File: config.mk
export PLATFORM = sky130hd
export DESIGN_NAME = axonerve_burst_reader
export DESIGN_NICKNAME = d
export VERILOG_FILES = /design/src/rtl/axonerve_burst_reader.sv
export SDC_FILE = /design/constraint.sdc
export NUM_CORES = 1
export LEC_CHECK = 0
export CORE_AREA = 2 2 469 471
export DETAILED_ROUTE_END_ITERATION = 7
export DIE_AREA = 0 0 471 473
export GPL_TIMING_DRIVEN = 0
export PLACE_DENSITY = 0.36
export SYNTH_ARGS = -nofsm -noshare
export SYNTH_HDL_FRONTEND = slang
export SYNTH_SLANG_ARGS = --single-unit
export TNS_END_PERCENT = 5
File: constraint.sdc
create_clock -name ap_clk -period 9.9 [get_ports ap_clk]
set_input_delay 1.98 -clock ap_clk [delete_from_list [all_inputs] [get_ports ap_clk]]
set_output_delay 1.98 -clock ap_clk [all_outputs]
set_load 0.005 [all_outputs]
File: src/rtl/axonerve_burst_reader.sv
// AXI4 burst reader: splits a beat-count request into 4 KB-safe bursts of at most
// C_MAX_BURST_LEN beats and forwards read data straight to an output stream.
module axonerve_burst_reader #(
  parameter int C_M_AXI_ADDR_WIDTH = 64,
  parameter int C_M_AXI_DATA_WIDTH = 512,
  parameter int C_MAX_BURST_LEN    = 16
) (
  input  logic                          ap_clk,
  input  logic                          ap_rst,
  input  logic                          ap_start,
  output logic                          ap_idle,
  output logic                          ap_done,
  input  logic [31:0]                   data_num,
  input  logic [C_M_AXI_ADDR_WIDTH-1:0] axi_ptr,
  output logic                          m_axi_arvalid,
  input  logic                          m_axi_arready,
  output logic [C_M_AXI_ADDR_WIDTH-1:0] m_axi_araddr,
  output logic [7:0]                    m_axi_arlen,
  input  logic                          m_axi_rvalid,
  output logic                          m_axi_rready,
  input  logic [C_M_AXI_DATA_WIDTH-1:0] m_axi_rdata,
  input  logic                          m_axi_rlast,
  output logic                          out_valid,
  input  logic                          out_ready,
  output logic [C_M_AXI_DATA_WIDTH-1:0] out_data,
  output logic                          out_last,
  output logic                          error
);

  localparam int          BYTES_PER_BEAT = C_M_AXI_DATA_WIDTH / 8;
  localparam int          BEAT_SHIFT     = $clog2(BYTES_PER_BEAT);
  localparam logic [31:0] MAX_LEN        = 32'(C_MAX_BURST_LEN);

  typedef enum logic [1:0] {
    IDLE = 2'd0,
    ADDR = 2'd1,
    DATA = 2'd2,
    DONE = 2'd3
  } state_t;

  state_t                          state_r;
  state_t                          state_s;
  logic [31:0]                     remaining_r;
  logic [C_M_AXI_ADDR_WIDTH-1:0]   addr_r;
  logic [8:0]                      burst_beats_r;
  logic [8:0]                      beat_cnt_r;
  logic                            error_r;
  logic                            ap_done_r;

  logic [12:0]                     to_boundary_bytes_s;
  logic [31:0]                     to_boundary_beats_s;
  logic [31:0]                     limit_s;
  logic [31:0]                     burst_len_s;
  logic [8:0]                      burst_beats_s;
  logic [7:0]                      arlen_s;
  logic [C_M_AXI_ADDR_WIDTH-1:0]   addr_step_s;
  logic                            accept_s;
  logic                            last_in_burst_s;

  // Room left before the next 4 KB page; addr is beat-aligned so this is never zero.
  assign to_boundary_bytes_s = 13'd4096 - {1'b0, addr_r[11:0]};
  assign to_boundary_beats_s = {19'd0, to_boundary_bytes_s} >> BEAT_SHIFT;

  // Burst length is the smallest of what is left, the burst cap and the page room.
  always_comb begin
    limit_s     = MAX_LEN;
    burst_len_s = MAX_LEN;
    if (remaining_r < MAX_LEN) begin
      limit_s = remaining_r;
    end else begin
      limit_s = MAX_LEN;
    end
    if (to_boundary_beats_s < limit_s) begin
      burst_len_s = to_boundary_beats_s;
    end else begin
      burst_len_s = limit_s;
    end
  end

  assign burst_beats_s   = burst_len_s[8:0];
  assign arlen_s         = 8'(burst_len_s - 32'd1);
  assign addr_step_s     = C_M_AXI_ADDR_WIDTH'(burst_beats_r) << BEAT_SHIFT;
  assign accept_s        = (state_r == DATA) && m_axi_rvalid && out_ready;
  assign last_in_burst_s = (beat_cnt_r == 9'd1);

  // Next-state logic.
  always_comb begin
    state_s = state_r;
    case (state_r)
      IDLE: begin
        if (ap_start) begin
          if (data_num == 32'd0) begin
            state_s = DONE;
          end else begin
            state_s = ADDR;
          end
        end else begin
          state_s = IDLE;
        end
      end
      ADDR: begin
        if (m_axi_arready) begin
          state_s = DATA;
        end else begin
          state_s = ADDR;
        end
      end
      DATA: begin
        if (accept_s && last_in_burst_s) begin
          if (remaining_r == 32'd1) begin
            state_s = DONE;
          end else begin
            state_s = ADDR;
          end
        end else begin
          state_s = DATA;
        end
      end
      DONE:    state_s = IDLE;
      default: state_s = IDLE;
    endcase
  end

  // State register.
  always_ff @(posedge ap_clk or posedge ap_rst) begin
    if (ap_rst) begin
      state_r <= IDLE;
    end else begin
      state_r <= state_s;
    end
  end

  // Transfer bookkeeping: remaining beats, address, in-burst counter, sticky error.
  always_ff @(posedge ap_clk or posedge ap_rst) begin
    if (ap_rst) begin
      remaining_r   <= 32'd0;
      addr_r        <= {C_M_AXI_ADDR_WIDTH{1'b0}};
      burst_beats_r <= 9'd0;
      beat_cnt_r    <= 9'd0;
      error_r       <= 1'b0;
      ap_done_r     <= 1'b0;
    end else begin
      ap_done_r <= (state_r == DONE);
      case (state_r)
        IDLE: begin
          if (ap_start) begin
            remaining_r <= data_num;
            addr_r      <= axi_ptr;
            error_r     <= 1'b0;
          end
        end
        ADDR: begin
          if (m_axi_arready) begin
            burst_beats_r <= burst_beats_s;
            beat_cnt_r    <= burst_beats_s;
          end
        end
        DATA: begin
          if (accept_s) begin
            remaining_r <= remaining_r - 32'd1;
            beat_cnt_r  <= beat_cnt_r - 9'd1;
            // rlast must line up with our own count; a mismatch is flagged but never trusted.
            if (m_axi_rlast != last_in_burst_s) begin
              error_r <= 1'b1;
            end
            if (last_in_burst_s) begin
              addr_r <= addr_r + addr_step_s;
            end
          end
        end
        DONE: begin
          remaining_r <= remaining_r;
        end
        default: begin
          remaining_r <= 32'd0;
        end
      endcase
    end
  end

  assign ap_idle       = (state_r == IDLE);
  assign ap_done       = ap_done_r;
  assign error         = error_r;
  assign m_axi_arvalid = (state_r == ADDR);
  assign m_axi_araddr  = m_axi_arvalid ? addr_r : {C_M_AXI_ADDR_WIDTH{1'b0}};
  assign m_axi_arlen   = m_axi_arvalid ? arlen_s : 8'd0;
  assign m_axi_rready  = (state_r == DATA) && out_ready;
  assign out_valid     = (state_r == DATA) && m_axi_rvalid;
  assign out_data      = out_valid ? m_axi_rdata : {C_M_AXI_DATA_WIDTH{1'b0}};
  assign out_last      = out_valid && (remaining_r == 32'd1);

endmodule

# Word level (Yosys, flattened, before mapping)
# Cells that the tools add are included.
[word_totals] register_bits=118 word_cells=64
[classes] addsub=5 n_lt_le_gt_ge=2 eq_ne=11 muxes=25 n_reduce_logical=14
[ops] cell="$mux W512" n=1
[ops] cell="$mux W64" n=4
[ops] cell="$pmux W64 S2" n=1
[ops] cell="$mux W32" n=3
[ops] cell="$add A64 B15 Y64" n=1
[ops] cell="$pmux W32 S2" n=1
[ops] cell="$eq A32 B1 Y1 const B" n=1
[ops] cell="$logic_not A32 Y1" n=1
[ops] cell="$lt A32 B5 Y1 const B" n=1
[ops] cell="$lt A7 B32 Y1" n=1
[ops] cell="$sub A32 B1 Y32 const B" n=1
[ops] cell="$mux W9" n=3
[ops] cell="$pmux W9 S2" n=1
[ops] cell="$sub A13 B12 Y13 const A" n=1
[ops] cell="$mux W2" n=5
[ops] cell="$eq A9 B1 Y1 const B" n=1
[ops] cell="$sub A9 B1 Y9 const B" n=1
[ops] cell="$mux W8" n=1
[ops] cell="$ne A2 B2 Y1 const B" n=4
[ops] cell="$pmux W2 S4" n=1
[ops] cell="$reduce_and A4 Y1" n=2
[ops] cell="$sub A8 B1 Y8 const B" n=1
[ops] cell="$reduce_and A3 Y1" n=2
[ops] cell="$logic_and A1 B1 Y1" n=5
[ops] cell="other kinds (9)" n=13

# Logic depth before layout (Yosys ltp)
# Gate-level depths: netlist of the first run.
[depth] depth_word=6 depth_mapped=19 depth_no_buf=16

# Least setup slack after synthesis of the first run
# Ideal clock, no wire load.
[synth_path] path_kind="reg-to-output" start="register remaining_r[12]" end="output m_axi_arlen[6]" arrival_time_ps=4457 t_required_ps=7920 path_slack_ps=3463 stages_incl_launch_ff=19 n_path_buf=2 path_cell_list="dfrtp_1 -> or4_4 -> or4_4 -> or4_1 -> inv_1 -> buf_4 -> nand2_1 -> ha_1 -> nand2_1 -> or3_1 -> nor3_1 -> a211oi_2 -> buf_6 -> a32oi_1 -> ha_1 -> o21ai_0 -> nor2_1 -> a21oi_1 -> o41ai_1"
[synth_between] elab_chain_len=6
[synth_rtl] item="start: declaration" line="43" rtl="logic [31:0] remaining_r;"
[synth_rtl] item="start signal: assignment" line="147" rtl="remaining_r <= data_num;"
[synth_rtl] item="start signal: assignment" line="160" rtl="remaining_r <= remaining_r - 32'd1;"
[synth_rtl] item="start signal: assignment" line="172" rtl="remaining_r <= remaining_r;"
[synth_rtl] item="$lt A32 B5 Y1" line="68" rtl="if (remaining_r < MAX_LEN) begin"
[synth_rtl] item="$mux W32 (*)" line="68"
[synth_rtl] item="$lt A7 B32 Y1" line="73" rtl="if (to_boundary_beats_s < limit_s) begin"
[synth_rtl] item="$mux W9 (*)" line="73"
[synth_rtl] item="$sub A8 B1 Y8 (*)" line="81" rtl="assign arlen_s = 8'(burst_len_s - 32'd1);"
[synth_rtl] item="$mux W8 (*)" line="186" rtl="assign m_axi_arlen = m_axi_arvalid ? arlen_s : 8'd0;"
[synth_rtl] item="end: declaration" line="18" rtl="output logic [7:0] m_axi_arlen,"
# Every way passes the cells marked *; elsewhere a longest branch is shown, timed or not.

# Final worst setup path of the first run
# Same ends and word-level chain as after synthesis.

==> impl_metrics.py, run 1 <==
metrics = {
    "status": {
        "status": "complete, no violations",
    },
    "cells_and_area": {
        "nNetsFinal": 3521,
        "areaGrowthSynthToFinish_pct": 140.8,
        "fillers": 25270,
        "multi_input_comb_area_um2": 8275,
        "final-seq-area_um2": 2953,
        "drive_above_1_share": 0.02001,
        "fin_area_um2": 28330,
    },
    "timing": {
        "rsz0062_at_grt": "false",
        "setup_viol": 0,
        "fin_crit_sh": 0.9071,
        "fin_crit_ps": 8980,
        "fmax_mhz": 111.4,
        "slew_headroom": 0.06304,
        "slew_viol_final": 0,
        "setup_tns_ps": 0,
        "fin_skew_ps": 18.61,
        "tightestPinTransition_ps": 1405,
        "fin_hold_ws_ps": 489.5,
        "hold_viol": 0,
    },
    "place": {
        "postPlaceCellArea_um2": 27460,
        "gp_congestion": 1.007,
        "port_buffers": 1205,
        "dp_hpwl_um": 232200,
    },
    "clocking": {
        "post_cts_resized": 0,
        "cts_buffers": 17,
        "cts_tree": "built",
        "postCtsHoldBufs": 0,
        "clockBufferDepth": 2,
        "postCtsSetupBuffers": 0,
        "worstSkewPairLatency_ps": 490,
        "root_buffer": "clkbuf_16",
        "h-tree-depth": 4,
        "clkTransAtPathRegs_ps": 70,
        "cts_sinks": 118,
    },
    "global_route": {
        "grt_usage": 0.2143,
        "grt_use_met2": 0.4247,
        "globalRouteMet1Util": 0.1803,
        "overflow": 0,
        "gr-usage-met3": 0.08959,
        "grt.busiest_layer": "met2",
        "antenna_found_initial": 279,
        "grt_pass1_wl_um": 290200,
        "grt_max_degree": 75,
        "first_global_vias": 18680,
    },
    "critical_path": {
        "cpLargestDelayFamily": "simple AND/OR/NAND/NOR gates",
        "cp.required_ps": 7920,
        "worst_path_largest_cell_delay_ps": 1030,
        "crit_type": "reg2out",
        "end_kind": "output port",
        "worstPathArrival_ps": 7000,
        "cp_slowest_cell": "o41ai_1",
        "cp_num_buf_inv": 4,
        "cp-start-kind": "flop",
        "path_cells": "or4_4, or4_4, or4_1, inv_1, buf_4, nand2_1, ha_1, nand2_1, or3_1, nor3_1, a211oi_2, buf_6, a32oi_1, ha_1, o21ai_0, nor2_1, a21oi_1, o41ai_1, clkdlybuf4s50_1",
        "worstPathMaxFanout": 10,
    },
    "yosys": {
        "avgSynthCellArea_um2": 7.091,
        "yosysTopAreaCell": "and2_1",
        "ys_seq_elements": 118,
        "syn-cell-area_um2": 11760,
        "ys_warn_count": 0,
        "synth_edf_count": 0,
        "synth_area_leaders": "and2_1 (31%), dfrtp_1 (25%), a21oi_1 (4.6%)",
        "ys.flop_type": "dfrtp_1",
        "synth.top_cells.by_count": "and2_1 (583), nand2_1 (120), clkbuf_1 (118), dfrtp_1 (118), a21oi_1 (108)",
        "async_flop_share": 1.000,
        "synth.most_common_cell": "and2_1",
        "syn_inst": 1659,
        "ys_types": 65,
        "ys_seq_area_frac": 0.2510,
        "synth_top_area_share": 0.3100,
    },
    "die": {
        "fp.coreArea_um2": 218200,
        "fp.dieH_um": 473,
        "rows": 172,
        "ioPinCount": 1206,
        "start_util": 0.05391,
        "die_w_um": 471,
        "dieArea_um2": 222800,
    },
    "detailed_routing": {
        "antenna_left": 0,
        "drt_iter0_drc": 1371,
        "routed_wirelength_um": 248900,
        "wl_per_cell_um": 42.39,
        "via_per_inst": 3.334,
        "vias": 19580,
        "dr.pass1.iters": 6,
        "drc": 0,
    },
    "power_and_ir_drop": {
        "ir_worst_vdd_uv": 155.3,
        "power_leakage_uw": 0.009547,
        "p_per_area_nw_per_um2": 189.6,
    },
    "flow_run": {
        "maxCapViolCount": 0,
    },
    "worst_hold_path": {
        "hp-class": "reg2reg",
    },
}
## worst reg2reg max path, delay by kind of cell (launching register included)
family	cells	cell delay (ps)
buffers and inverters	3	490
DFF	1	420
AOI/OAI and AO/OA	3	710
adders and majority gates	1	300
and+or+nand+nor	8	2670
## cell families after synthesis
logic type / share of synthesized area
flops: 0.2510
other cells: 0.0003188
simple gates: 0.4957
xor+xnor: 0.009679
buf+inv: 0.04690
fa+ha+maj: 0.02297
compound gates: 0.1681
mux: 0.005318
## cell type report
| class | instances | share of cell area |
|---|---|---|
| clock buffer | 18 | 0.01550 |
| clock inverter | 14 | 0.005698 |
| sequential | 118 | 0.1042 |
| timing repair buffer | 1206 | 0.4268 |
| multi-input combinational | 1398 | 0.2922 |
| antenna | 103 | 0.009099 |
| buffer | 125 | 0.01701 |
| inverter | 19 | 0.002694 |
| tap | 2871 | 0.1268 |
## stage by stage
stage | utilization | setup slack [ps] | instances | total power (µW)
floorplan | - | 3463 | 1660 | 2279
global placement | 0.1257 | 1237 | 5736 | 4762
detailed placement | 0.1258 | 1334 | 5737 | 4751
CTS | 0.1286 | 751.4 | 5769 | 5456
global route | 0.1293 | 509.4 | 5826 | 5650
finish | 0.1298 | 920.2 | 5872 | 5371
## sequential cells by signal, summed over array words and instances (netlist names)
register       cells
beat_cnt_r         9
ap_done            1
burst_beats_r      9
remaining_r       32
error              1
addr_r            64
state_r            2
## placed cells by master (no fill, tap or decap), types with 5 or more instances in the layout
cell type	n
o21a_1	10
xnor2_1	7
or3_1	19
a21oi_1	108
o22a_1	6
nor3_1	41
o22ai_1	29
o211ai_1	5
and2_1	583
ha_1	20
o21ai_0	83
inv_6	8
xor2_1	6
a31oi_1	13
a311oi_1	6
nand2_1	120
and4_1	9
nand4_1	17
and3_1	23
nor2_1	107
diode_2	103
a2bb2oi_1	5
nand2b_1	7
dfrtp_1	118
a211oi_1	10
buf_1	5
o311ai_0	5
a22oi_1	5
clkdlybuf4s50_1	1205
or4_1	11
nor4_1	24
or2_2	8
clkbuf_1	117
inv_1	18
clkbuf_16	17
nand3_1	49
## layer usage
layer	routed length (µm)	share of wire	up-vias
met2	137300	0.55	1401
li1	-	-	8242
met1	72340	0.29	9249
met4	14940	0.060	112
met5	746	0.0030	-
met3	23560	0.095	573
## path summary, 6_finish.rpt
path                                   from                to  slack (ps)  depth (start not counted)
max                         remaining_r[12]    m_axi_arlen[6]         920                         19
min                        burst_beats_r[5]  burst_beats_r[5]         490                          2
max reg2reg                 remaining_r[12]     beat_cnt_r[1]        5190                         15
min reg2reg                burst_beats_r[5]  burst_beats_r[5]         490                          2
max in group asynchronous            ap_rst    remaining_r[5]        7080                          3
min in group asynchronous            ap_rst         addr_r[1]        1930                          2
## power breakdown
group	switching [µW]	internal, µW	total (µW)
Clock	291	383	674
Sequential	342	708	1050
Combinational	2170	1480	3650
Total	2800	2570	5370
(Power assumes the default switching activity.)
==> run 2, diff against run 1 <==
Settings changed: SETUP_SLACK_MARGIN set to 0.02.
==> results of run 2 <==
Same layout as run 1: the final DEF is identical, and so are final timing and power.
